**config.mk**
```make
export PLATFORM = sky130hd
export DESIGN_NAME = mod13_cascade_display
export DESIGN_NICKNAME = d
export VERILOG_FILES = /design/src/rtl/mod13_disp_pkg.sv /design/src/rtl/seg7_decode.sv /design/src/rtl/mod13_cascade_display.sv
export SDC_FILE = /design/constraint.sdc
export NUM_CORES = 1
export LEC_CHECK = 0
export ABC_AREA = 1
export BUFFER_PORTS_ARGS = -buffer_cell sky130_fd_sc_hd__buf_2
export CAP_MARGIN = 20
export CORE_ASPECT_RATIO = 1.5
export CORE_MARGIN = 1
export CORE_UTILIZATION = 43
export DETAILED_ROUTE_END_ITERATION = 10
export GPL_TIMING_DRIVEN = 0
export HOLD_SLACK_MARGIN = 0.08
export MAX_ROUTING_LAYER = met4
export PLACE_DENSITY_LB_ADDON = 0.1
export SLEW_MARGIN = 15
export SYNTH_ARGS = -nofsm -noshare
export SYNTH_HDL_FRONTEND = slang
export SYNTH_SLANG_ARGS = --single-unit
```
**constraint.sdc**
```tcl
create_clock -name CLK -period 2.2 [get_ports CLK]
set_input_delay 0.33 -clock CLK [delete_from_list [all_inputs] [get_ports CLK]]
set_output_delay 0.33 -clock CLK [all_outputs]
set_load 0.03 [all_outputs]
```
**src/rtl/mod13_disp_pkg.sv**
```systemverilog
// Shared definitions for the mod-13 cascade display: active-low segment
// codes (gfedcba), the counter's legal maximum and the scan digit encodings.
package mod13_disp_pkg;

  localparam logic [6:0] SEG_0     = 7'b1000000;
  localparam logic [6:0] SEG_1     = 7'b1111001;
  localparam logic [6:0] SEG_2     = 7'b0100100;
  localparam logic [6:0] SEG_3     = 7'b0110000;
  localparam logic [6:0] SEG_4     = 7'b0011001;
  localparam logic [6:0] SEG_5     = 7'b0010010;
  localparam logic [6:0] SEG_6     = 7'b0000010;
  localparam logic [6:0] SEG_7     = 7'b1111000;
  localparam logic [6:0] SEG_8     = 7'b0000000;
  localparam logic [6:0] SEG_9     = 7'b0010000;
  localparam logic [6:0] SEG_DASH  = 7'b0111111;
  localparam logic [6:0] SEG_BLANK = 7'b1111111;

  // Largest legal value of the upstream mod-13 counter.
  localparam logic [3:0] Q_MAX = 4'd12;

  // Scan position; also the bit position of the active-low anode select.
  typedef enum logic [1:0] {
    DIG_ONES = 2'd0,
    DIG_TENS = 2'd1,
    DIG_HI   = 2'd2
  } digit_e;

  // Scan order ones -> tens -> high digit -> ones.
  function automatic digit_e next_digit(input digit_e d);
    case (d)
      DIG_ONES: next_digit = DIG_TENS;
      DIG_TENS: next_digit = DIG_HI;
      default:  next_digit = DIG_ONES;
    endcase
  endfunction

endpackage

```
**src/rtl/seg7_decode.sv**
```systemverilog
// Combinational 7-segment decoder, active-low gfedcba.
// Dash has priority over blank; codes above 9 show a dash.
module seg7_decode
  import mod13_disp_pkg::*;
(
  input  logic [3:0] code,
  input  logic       blank,
  input  logic       dash,
  output logic [6:0] seg
);

  // Priority: dash, then blank, then the numeric glyph.
  always_comb begin
    // NOTE: default assignment first so every path drives seg and no latch is inferred.
    seg = SEG_BLANK;
    if (dash) begin
      seg = SEG_DASH;
    end else if (!blank) begin
      case (code)
        4'd0:    seg = SEG_0;
        4'd1:    seg = SEG_1;
        4'd2:    seg = SEG_2;
        4'd3:    seg = SEG_3;
        4'd4:    seg = SEG_4;
        4'd5:    seg = SEG_5;
        4'd6:    seg = SEG_6;
        4'd7:    seg = SEG_7;
        4'd8:    seg = SEG_8;
        4'd9:    seg = SEG_9;
        default: seg = SEG_DASH;
      endcase
    end
  end

endmodule

```
**src/rtl/mod13_cascade_display.sv**
```systemverilog
// Downstream stage of the mod-13 up/down counter: cascaded high digit
// (mod HI_MOD) stepped by counter carries/borrows, and a 3-digit multiplexed
// common-anode display [2]=HI, [1]=Q tens, [0]=Q ones with registered outputs.
// Optional macro LEAD_ZERO_BLANK_EN blanks leading zeros on digits 2 and 1.
module mod13_cascade_display
  import mod13_disp_pkg::*;
#(
  parameter int HI_MOD   = 10,
  parameter int SCAN_DIV = 50000
) (
  input  logic                      CLK,
  input  logic                      nMR,
  input  logic [3:0]                Q,
  input  logic                      CO,
  input  logic                      EN,
  input  logic                      UpDown,
  output logic [$clog2(HI_MOD)-1:0] HI,
  output logic [2:0]                AN,
  output logic [6:0]                SEG
);

  localparam int HW = $clog2(HI_MOD);
  localparam int PW = $clog2(SCAN_DIV);
  localparam logic [HW-1:0] HI_LAST  = HW'(HI_MOD - 1);
  localparam logic [PW-1:0] PRE_LAST = PW'(SCAN_DIV - 1);

  logic [PW-1:0] prescale;
  digit_e        idx;

  logic          q_valid;
  logic          tens;
  logic [3:0]    ones;

  logic [3:0]    dig_code;
  logic          dig_blank;
  logic          dig_dash;
  logic [2:0]    an_next;
  logic [6:0]    seg_next;

  // Cascaded high digit: one step per edge while the counter reports terminal count.
  always_ff @(posedge CLK or negedge nMR) begin
    if (!nMR) begin
      HI <= '0;
    end else if (EN && CO) begin
      // NOTE: sequential state uses non-blocking assignments so every register samples pre-edge values.
      if (UpDown) begin
        HI <= (HI == '0) ? HI_LAST : HI - 1'b1;
      end else begin
        HI <= (HI == HI_LAST) ? '0 : HI + 1'b1;
      end
    end
  end

  // Scan timing: each digit stays selected for SCAN_DIV cycles.
  always_ff @(posedge CLK or negedge nMR) begin
    if (!nMR) begin
      prescale <= '0;
      idx      <= DIG_ONES;
    end else if (prescale == PRE_LAST) begin
      prescale <= '0;
      idx      <= next_digit(idx);
    end else begin
      prescale <= prescale + 1'b1;
    end
  end

  // Split the counter value into tens/ones; 13..15 are flagged invalid.
  always_comb begin
    q_valid = (Q <= Q_MAX);
    tens    = 1'b0;
    ones    = Q;
    if (Q >= 4'd10) begin
      tens = 1'b1;
      ones = Q - 4'd10;
    end
  end

  // Select the code, blanking and anode pattern of the digit currently scanned.
  always_comb begin
    dig_code  = 4'd0;
    dig_blank = 1'b0;
    dig_dash  = 1'b0;
    an_next   = 3'b111;
    case (idx)
      DIG_ONES: begin
        an_next  = 3'b110;
        dig_code = ones;
        dig_dash = !q_valid;
      end
      DIG_TENS: begin
        an_next  = 3'b101;
        dig_code = {3'b000, tens};
        dig_dash = !q_valid;
`ifdef LEAD_ZERO_BLANK_EN
        dig_blank = (HI == '0) && !tens;
`endif
      end
      DIG_HI: begin
        an_next  = 3'b011;
        dig_code = 4'(HI);
`ifdef LEAD_ZERO_BLANK_EN
        dig_blank = (HI == '0);
`endif
      end
      default: begin
        dig_blank = 1'b1;
      end
    endcase
  end

  seg7_decode u_decode (
    .code  (dig_code),
    .blank (dig_blank),
    .dash  (dig_dash),
    .seg   (seg_next)
  );

  // Registered display outputs, one cycle behind the scan position.
  always_ff @(posedge CLK or negedge nMR) begin
    if (!nMR) begin
      AN  <= 3'b111;
      SEG <= SEG_BLANK;
    end else begin
      AN  <= an_next;
      SEG <= seg_next;
    end
  end

endmodule
```
== Word-level counts from Yosys, hierarchy flattened ==
Memories as Yosys holds them, arrays and structs flattened.
Cells that the tools add are included.

* Reduce and logical (&&, ||, !) cells: 6
* Muxes and demuxes: 12
* Order comparisons: 2
* $add $sub $neg: 4
* Eq/ne operators: 4

{| class="wikitable"
|+ Operators with widths
! operator !! count
|-
| adder 16 x 1 -> 16 bit (second input constant) || 1
|-
| == test 16 bit (second input constant) || 1
|-
| 2-to-1 mux 16 bit || 1
|-
| 2-to-1 mux 4 bit || 4
|-
| 2-to-1 mux 7 bit || 2
|-
| case mux 4 bit (3 select lines) || 1
|-
| case mux 3 bit (3 select lines) || 1
|-
| adder 4 x 1 -> 4 bit (second input constant) || 1
|-
| == test 4 bit (second input constant) || 1
|-
| >= comparator 4 bit (second input constant) || 1
|-
| less-or-equal comparator 4 bit (second input constant) || 1
|-
| logical NOT 4 bit || 1
|-
| case mux 2 bit (2 select lines) || 1
|-
| subtractor 4 x 1 -> 4 bit (second input constant) || 1
|-
| subtractor 4 bit (second input constant) || 1
|-
| OR reduction 3 bit || 1
|-
| == test 2 x 1 -> 1 bit (second input constant) || 1
|-
| == test 2 bit (second input constant) || 1
|-
| logical NOT 2 bit || 1
|-
| 2-to-1 mux 1 bit || 2
|-
| OR reduction 2 bit || 1
|-
| logical AND 1 bit || 1
|-
| logical NOT 1 bit || 1
|}

* Output and inout bits: 14
* Register bits: 32
* Memory bits (read-only): 112
* Bits of input ports: 9
* Memories: 1

{| class="wikitable"
|+ Memory list
! name !! words !! bits a word !! rd ports !! clocked after memory_dff !! write ports !! line !! source
|-
| (name not given) || 16 || 7 || 1 || 0 || 0 || seg7_decode.sv:19 || <nowiki>case (code)</nowiki>
|}

== Depth between registers and ports, before layout ==
An unclocked memory read counts as a cell.

* Depth in word-level cells: 6
* Depth in mapped cells: 14
* Gate-level depth less buffers: 14

== Modules after synthesis ==
Synthesis repeated with hierarchy kept, for this count alone.

* Cell total of the unflattened synthesis: 252
* Area, all modules: 1850.5 um2

{| class="wikitable"
|+ Modules (own cells, without submodules)
! module !! times used !! sequential area each (um2) !! cells each !! area an instance (um2)
|-
| mod13_cascade_display || 1 || 813.3 || 218 || 1654.1
|-
| seg7_decode || 1 || 0.0 || 34 || 196.4
|}

== Least setup slack after synthesis ==
OpenSTA, ideal clock, no wires.

* Kind: input port to flip-flop
* Start point: input Q[2]
* End point: register SEG[3]
* Arrival: 1436 ps
* Slack: 672 ps
* Stages: 13
* Path buffers: 0
* Path through: inv_1 ha_1 nand2_1 nand2_1 nand2_1 nand2_1 nand2_1 nand2_4 ha_1 inv_1 nand2_1 nand3_1 nand3_1

* Word-level cells in the longest chain between the ends: 6
* Elaborated cells between the ends (all ways): 11
* Those cells by class: 1 x add/sub; 2 x order compare; 6 x mux; 1 x reduce/logical; 1 x memory

{| class="wikitable"
|+ RTL lines
! item !! line !! source
|-
| from (decl) || mod13_cascade_display.sv:13 || <nowiki>input logic [3:0] Q,</nowiki>
|-
| subtractor 4 bit / >= comparator 4 bit (equally long branches) || mod13_cascade_display.sv:74, mod13_cascade_display.sv:72 ||
|-
| 2-to-1 mux 4 bit / 2-to-1 mux 1 bit (equally long branches) || mod13_cascade_display.sv:72 || <nowiki>if (Q >= 4'd10) begin</nowiki>
|-
| case mux 4 bit (3 select lines) || mod13_cascade_display.sv:84 || <nowiki>case (idx)</nowiki>
|-
| memory (16 x 7 bit) || n/a ||
|-
| 2-to-1 mux 7 bit || seg7_decode.sv:18 || <nowiki>end else if (!blank) begin</nowiki>
|-
| 2-to-1 mux 7 bit (*) || seg7_decode.sv:16 || <nowiki>if (dash) begin</nowiki>
|-
| via seg_next[3] || mod13_cascade_display.sv:38 || <nowiki>logic [6:0] seg_next;</nowiki>
|-
| to (signal assigned) || mod13_cascade_display.sv:125 || <nowiki>SEG <= seg_next;</nowiki>
|-
| to (decl) || mod13_cascade_display.sv:19 || <nowiki>output logic [6:0] SEG</nowiki>
|}

The timed path passes the listed nets; every way through them passes the cells marked *.
A chain may end at the register's enable or synchronous reset.

== Final worst setup path ==
* Start point: register idx[1]
* End point: register SEG[3]

* Word-level cells in the longest chain between the ends: 5
* Elaborated cells between the ends (all ways): 10
* Those cells by class: 2 x eq/ne; 4 x mux; 3 x reduce/logical; 1 x memory

{| class="wikitable"
|+ RTL lines
! item !! line !! source
|-
| from (decl) || mod13_cascade_display.sv:28 || <nowiki>digit_e idx;</nowiki>
|-
| from (signal assigned) || mod13_cascade_display.sv:61 || <nowiki>idx <= next_digit(idx);</nowiki>
|-
| == test 2 bit (tied with other cells) || mod13_cascade_display.sv:84 ||
|-
| case mux 4 bit (3 select lines) || mod13_cascade_display.sv:84 ||
|-
| memory (16 x 7 bit) || n/a ||
|-
| 2-to-1 mux 7 bit || seg7_decode.sv:18 ||
|-
| 2-to-1 mux 7 bit (*) || seg7_decode.sv:16 ||
|-
| via seg_next[3] || mod13_cascade_display.sv:38 ||
|}

Marks and branches as above.

==> impl_summary.md <==
Outcome
The flow ran to the end, and the final reports show no timing, DRC or antenna violations.

Pwr
For this design the static power due to leakage is 1.100 nW. For this design the ratio of total power to cell area is 781.3 nW/um^2. The worst-case vdd ir drop is 0.6052 mV.

Setup path
The kind of end point of the critical path is a flop. The cell family contributing the most delay on the critical path is simple AND/OR/NAND/NOR gates. The critical-path cell with the highest stage delay is sky130_fd_sc_hd__dfrtp_1. STA puts the critical path data required time at 2.39 ns.

The most numerous cell on the critical path is sky130_fd_sc_hd__nand2_1. Data on the critical path arrives at its endpoint at 1.89 ns. The kind of launch point of the worst setup path is a flop. The number of buffer and inverter stages on the critical path is 3. The startpoint-to-endpoint class of the critical path is flop to flop. The largest incremental delay on the critical path is 0.36 ns. Walking the worst path, the cells encountered are buf_2 > nor2_4 > nand2_1 > nand2_1 > inv_1 > nand2_1 > nand2_1 > ha_1 > inv_1 > nand2_1 > nand3_1 > nand3_1. The maximum net fanout on the critical path is 9.

Route
Using the TritonRoute via totals, the vias-per-cell ratio works out to 5.003. For this block, the routed nets add up to 3.607 mm of wire. The count of nets left with antenna violations once routing finished came out at 0.

The mean routed wirelength per cell is 11.67 um. The first detailed-routing pass took 4 iterations. For this run, design rule violations remaining after detail routing come to 0. The detailed router finished its first iteration with 48 violations. The vias after detailed routing is 1546.

STA
The hold slack is 0.09341 ns. The clock arrives with 0.001038 ns of skew. The hold violation total from the final report is 0.

The worst path uses 77.23% of the clock period. Measured against its own limit, the worst slew margin works out to 53.18%. The highest clock frequency the design can meet is 588.6 MHz.

Setup repair after global routing left no endpoint under its margin. Subtracting the final worst setup slack from the clock period gives 1.699 ns. The max-slew violation total from the final report is 0. The count of endpoints failing setup in the final report is 0. The final critical-path setup slack is 0.5010 ns. Setup total negative slack on the finished layout was measured at 0 ns. For the pin with the worst max-slew slack, the measured transition is 0.7022 ns.

Synth
The number of nets handed over by synthesis was 250. Yosys printed 0 warnings. The async set-reset flop share out of synthesis is 100.0%. The number of synthesized flops with an enable pin is 0. After synthesis, flip-flops and latches occupy 43.45% of the total area.

Each instance of the synthesized netlist takes up on average 8.033 um^2. The leading register cell type out of synthesis is sky130_fd_sc_hd__dfrtp_1. The number of synthesized register bits is 32.

The cell area after technology mapping is 1872 um^2. The distinct cell type count of the synthesized netlist is 31. The post-synthesis instance total is 233.

Clock network
After clock tree synthesis, the clock-pin slew on the worst setup and hold paths is 0.07 ns. The total of cells resized after clock tree synthesis is 0. The CTS tree is done. Once the clock tree was built, the setup fixing pass inserted 0 buffers.

The post-cts hold buffer count is 0. The buffer levels on the longest clock path is 2. In this run the number of H-tree levels came out at 2.

The number of sinks on the clock net is 32. The later pin in the worst-skew pair is clocked with a latency of 0.28 ns. The number of CTS-inserted buffers is 5. The master cell of the clock root buffer is sky130_fd_sc_hd__clkbuf_8.

Placement
The worst slack at placement is 0.3794 ns. Routability-driven placement finished with a final weighted congestion of 0.8982. The HPWL after detailed placement is 2.726 mm. In this run the tool buffered the top-level ports with 22 buffer cells.

Global routing
The number of antenna violations at the first check in global routing was 0. The total global routing track utilization is 18.64%. Entering global routing, the biggest net connects 33 pins. The global route total overflow is 0. The first global-routing pass estimated 6.658 mm of wire. The via count of the first global-routing pass is 1573.

Floorplan
The number of I/O pins is 23. The chip width is 55.87 um. The die covers 4626 um^2. The vertical die dimension is 82.81 um. The floorplan step defined a core boundary enclosing 4209 um^2. The initial utilization of the core area, before any placement, comes to 44.47%. The number of standard-cell rows in the floorplan is 29.

Finish
The leading cell type in the layout, fill and taps excluded is sky130_fd_sc_hd__nand2_1. In the final layout, the share of cells above drive strength 1 is 25.10%. The top cell types in the final layout, fill and taps aside, are 44 x sky130_fd_sc_hd__nand2_1, 33 x sky130_fd_sc_hd__inv_1, 25 x sky130_fd_sc_hd__nand3_1, 23 x sky130_fd_sc_hd__nor2_1, 23 x sky130_fd_sc_hd__buf_2. The filler cells instantiated in the layout total 431.

The multi-input combinational cells in the finished layout cover a total of 892.1 um^2. The antenna diode instance count is 0. The growth of design area from synthesis to finish is 15.17%.

At the end of the flow, the number of nets in the layout was 279. The footprint of the flip-flops and latches is 813.3 um^2.

Worst hold path
The worst min-delay path category is primary input to async pin.

Run
The tool flagged a number of max-cap violations equal to 0.
==> stage by stage <==
step	cell area [um^2]	power [mW]	util, %	instances
final	2156	1.684	51.22	309
after global routing	2156	1.789	51.22	309
after CTS	2156	1.712	51.22	309
after detailed placement	2039	1.115	48.45	301
after global placement	2039	1.116	48.45	301
after floorplan	1872	0.9981	-	233
==> where the power goes <==
part | internal (mW) | switching [mW]
logic | 0.117 | 0.285
registers | 0.654 | 0.0504
clock network | 0.364 | 0.214
total | 1.13 | 0.550
==> cells in the mapped netlist, types with 2 or more instances <==
cell	n	area, um^2
sky130_fd_sc_hd__nor2_1	23	86.33
sky130_fd_sc_hd__nand2_2	4	25.02
sky130_fd_sc_hd__nor4_1	3	18.77
sky130_fd_sc_hd__inv_1	33	123.9
sky130_fd_sc_hd__nand2_1	44	165.2
sky130_fd_sc_hd__ha_1	8	100.1
sky130_fd_sc_hd__a21oi_1	5	25.02
sky130_fd_sc_hd__xnor2_1	2	17.52
sky130_fd_sc_hd__nand3_1	25	125.1
sky130_fd_sc_hd__dfrtp_1	22	550.5
sky130_fd_sc_hd__o21ai_2	2	17.52
sky130_fd_sc_hd__nor2_2	2	12.51
sky130_fd_sc_hd__o21ai_1	3	15.01
sky130_fd_sc_hd__nand4_1	5	31.28
sky130_fd_sc_hd__dfstp_2	10	262.8
sky130_fd_sc_hd__o21ai_0	4	20.02
sky130_fd_sc_hd__nor3_1	6	30.03
sky130_fd_sc_hd__inv_2	10	37.54
sky130_fd_sc_hd__xor2_1	10	87.58
==> registers in the layout, summed over array words and instances, names as in the netlist <==
register / flops
AN: 3
HI: 4
SEG: 7
idx: 2
prescale: 16
==> worst register-to-register path, delay by kind of cell (launching register included) <==
family        cells  cell delay, ns
buf+inv           3            0.27
simple gates      8            0.69
fa+ha+maj         1            0.31
flops             1            0.36
==> kinds of logic after synthesis <==
family,count (synthesis),synth area share (%)
DFF,32,43.45
and+or+nand+nor,120,30.88
adders and majority gates,8,5.348
xor gates and xnor gates,12,5.615
AOI/OAI and AO/OA,17,5.816
buffers and inverters,44,8.890
==> worst paths after layout <==
path / startpoint / to / slack (ns) / cells past startpoint
worst max register to register: idx[1] / SEG[3] / 0.50 / 12
min in group CLK: UpDown / HI[1] / 0.36 / 3
max in group asynchronous: nMR / prescale[11] / 1.65 / 1
worst max-delay path: idx[1] / SEG[3] / 0.50 / 12
worst min register to register: prescale[0] / prescale[0] / 0.46 / 1
worst min-delay path: nMR / prescale[15] / 0.09 / 1
==> metal layers <==
metal	wire length (um)	vias to the layer above	share of wire [%]	track usage, %
li1	-	791	-	-
met1	1479	710	41	19.84
met2	1892	33	52	31.87
met3	110	12	3.0	3.271
met4	125	0	3.5	11.09
met5	0	-	0	-
==> cell type report <==
class	instances	area share [%]
clock inverters	2	1.567
plain buffers	1	0.2322
clock buffers	6	3.831
repair buffers	22	5.107
flip-flops and latches	32	37.72
well taps	46	2.670
inverters	43	7.487
multi-input cells	157	41.38
(Power assumes the default switching activity.)
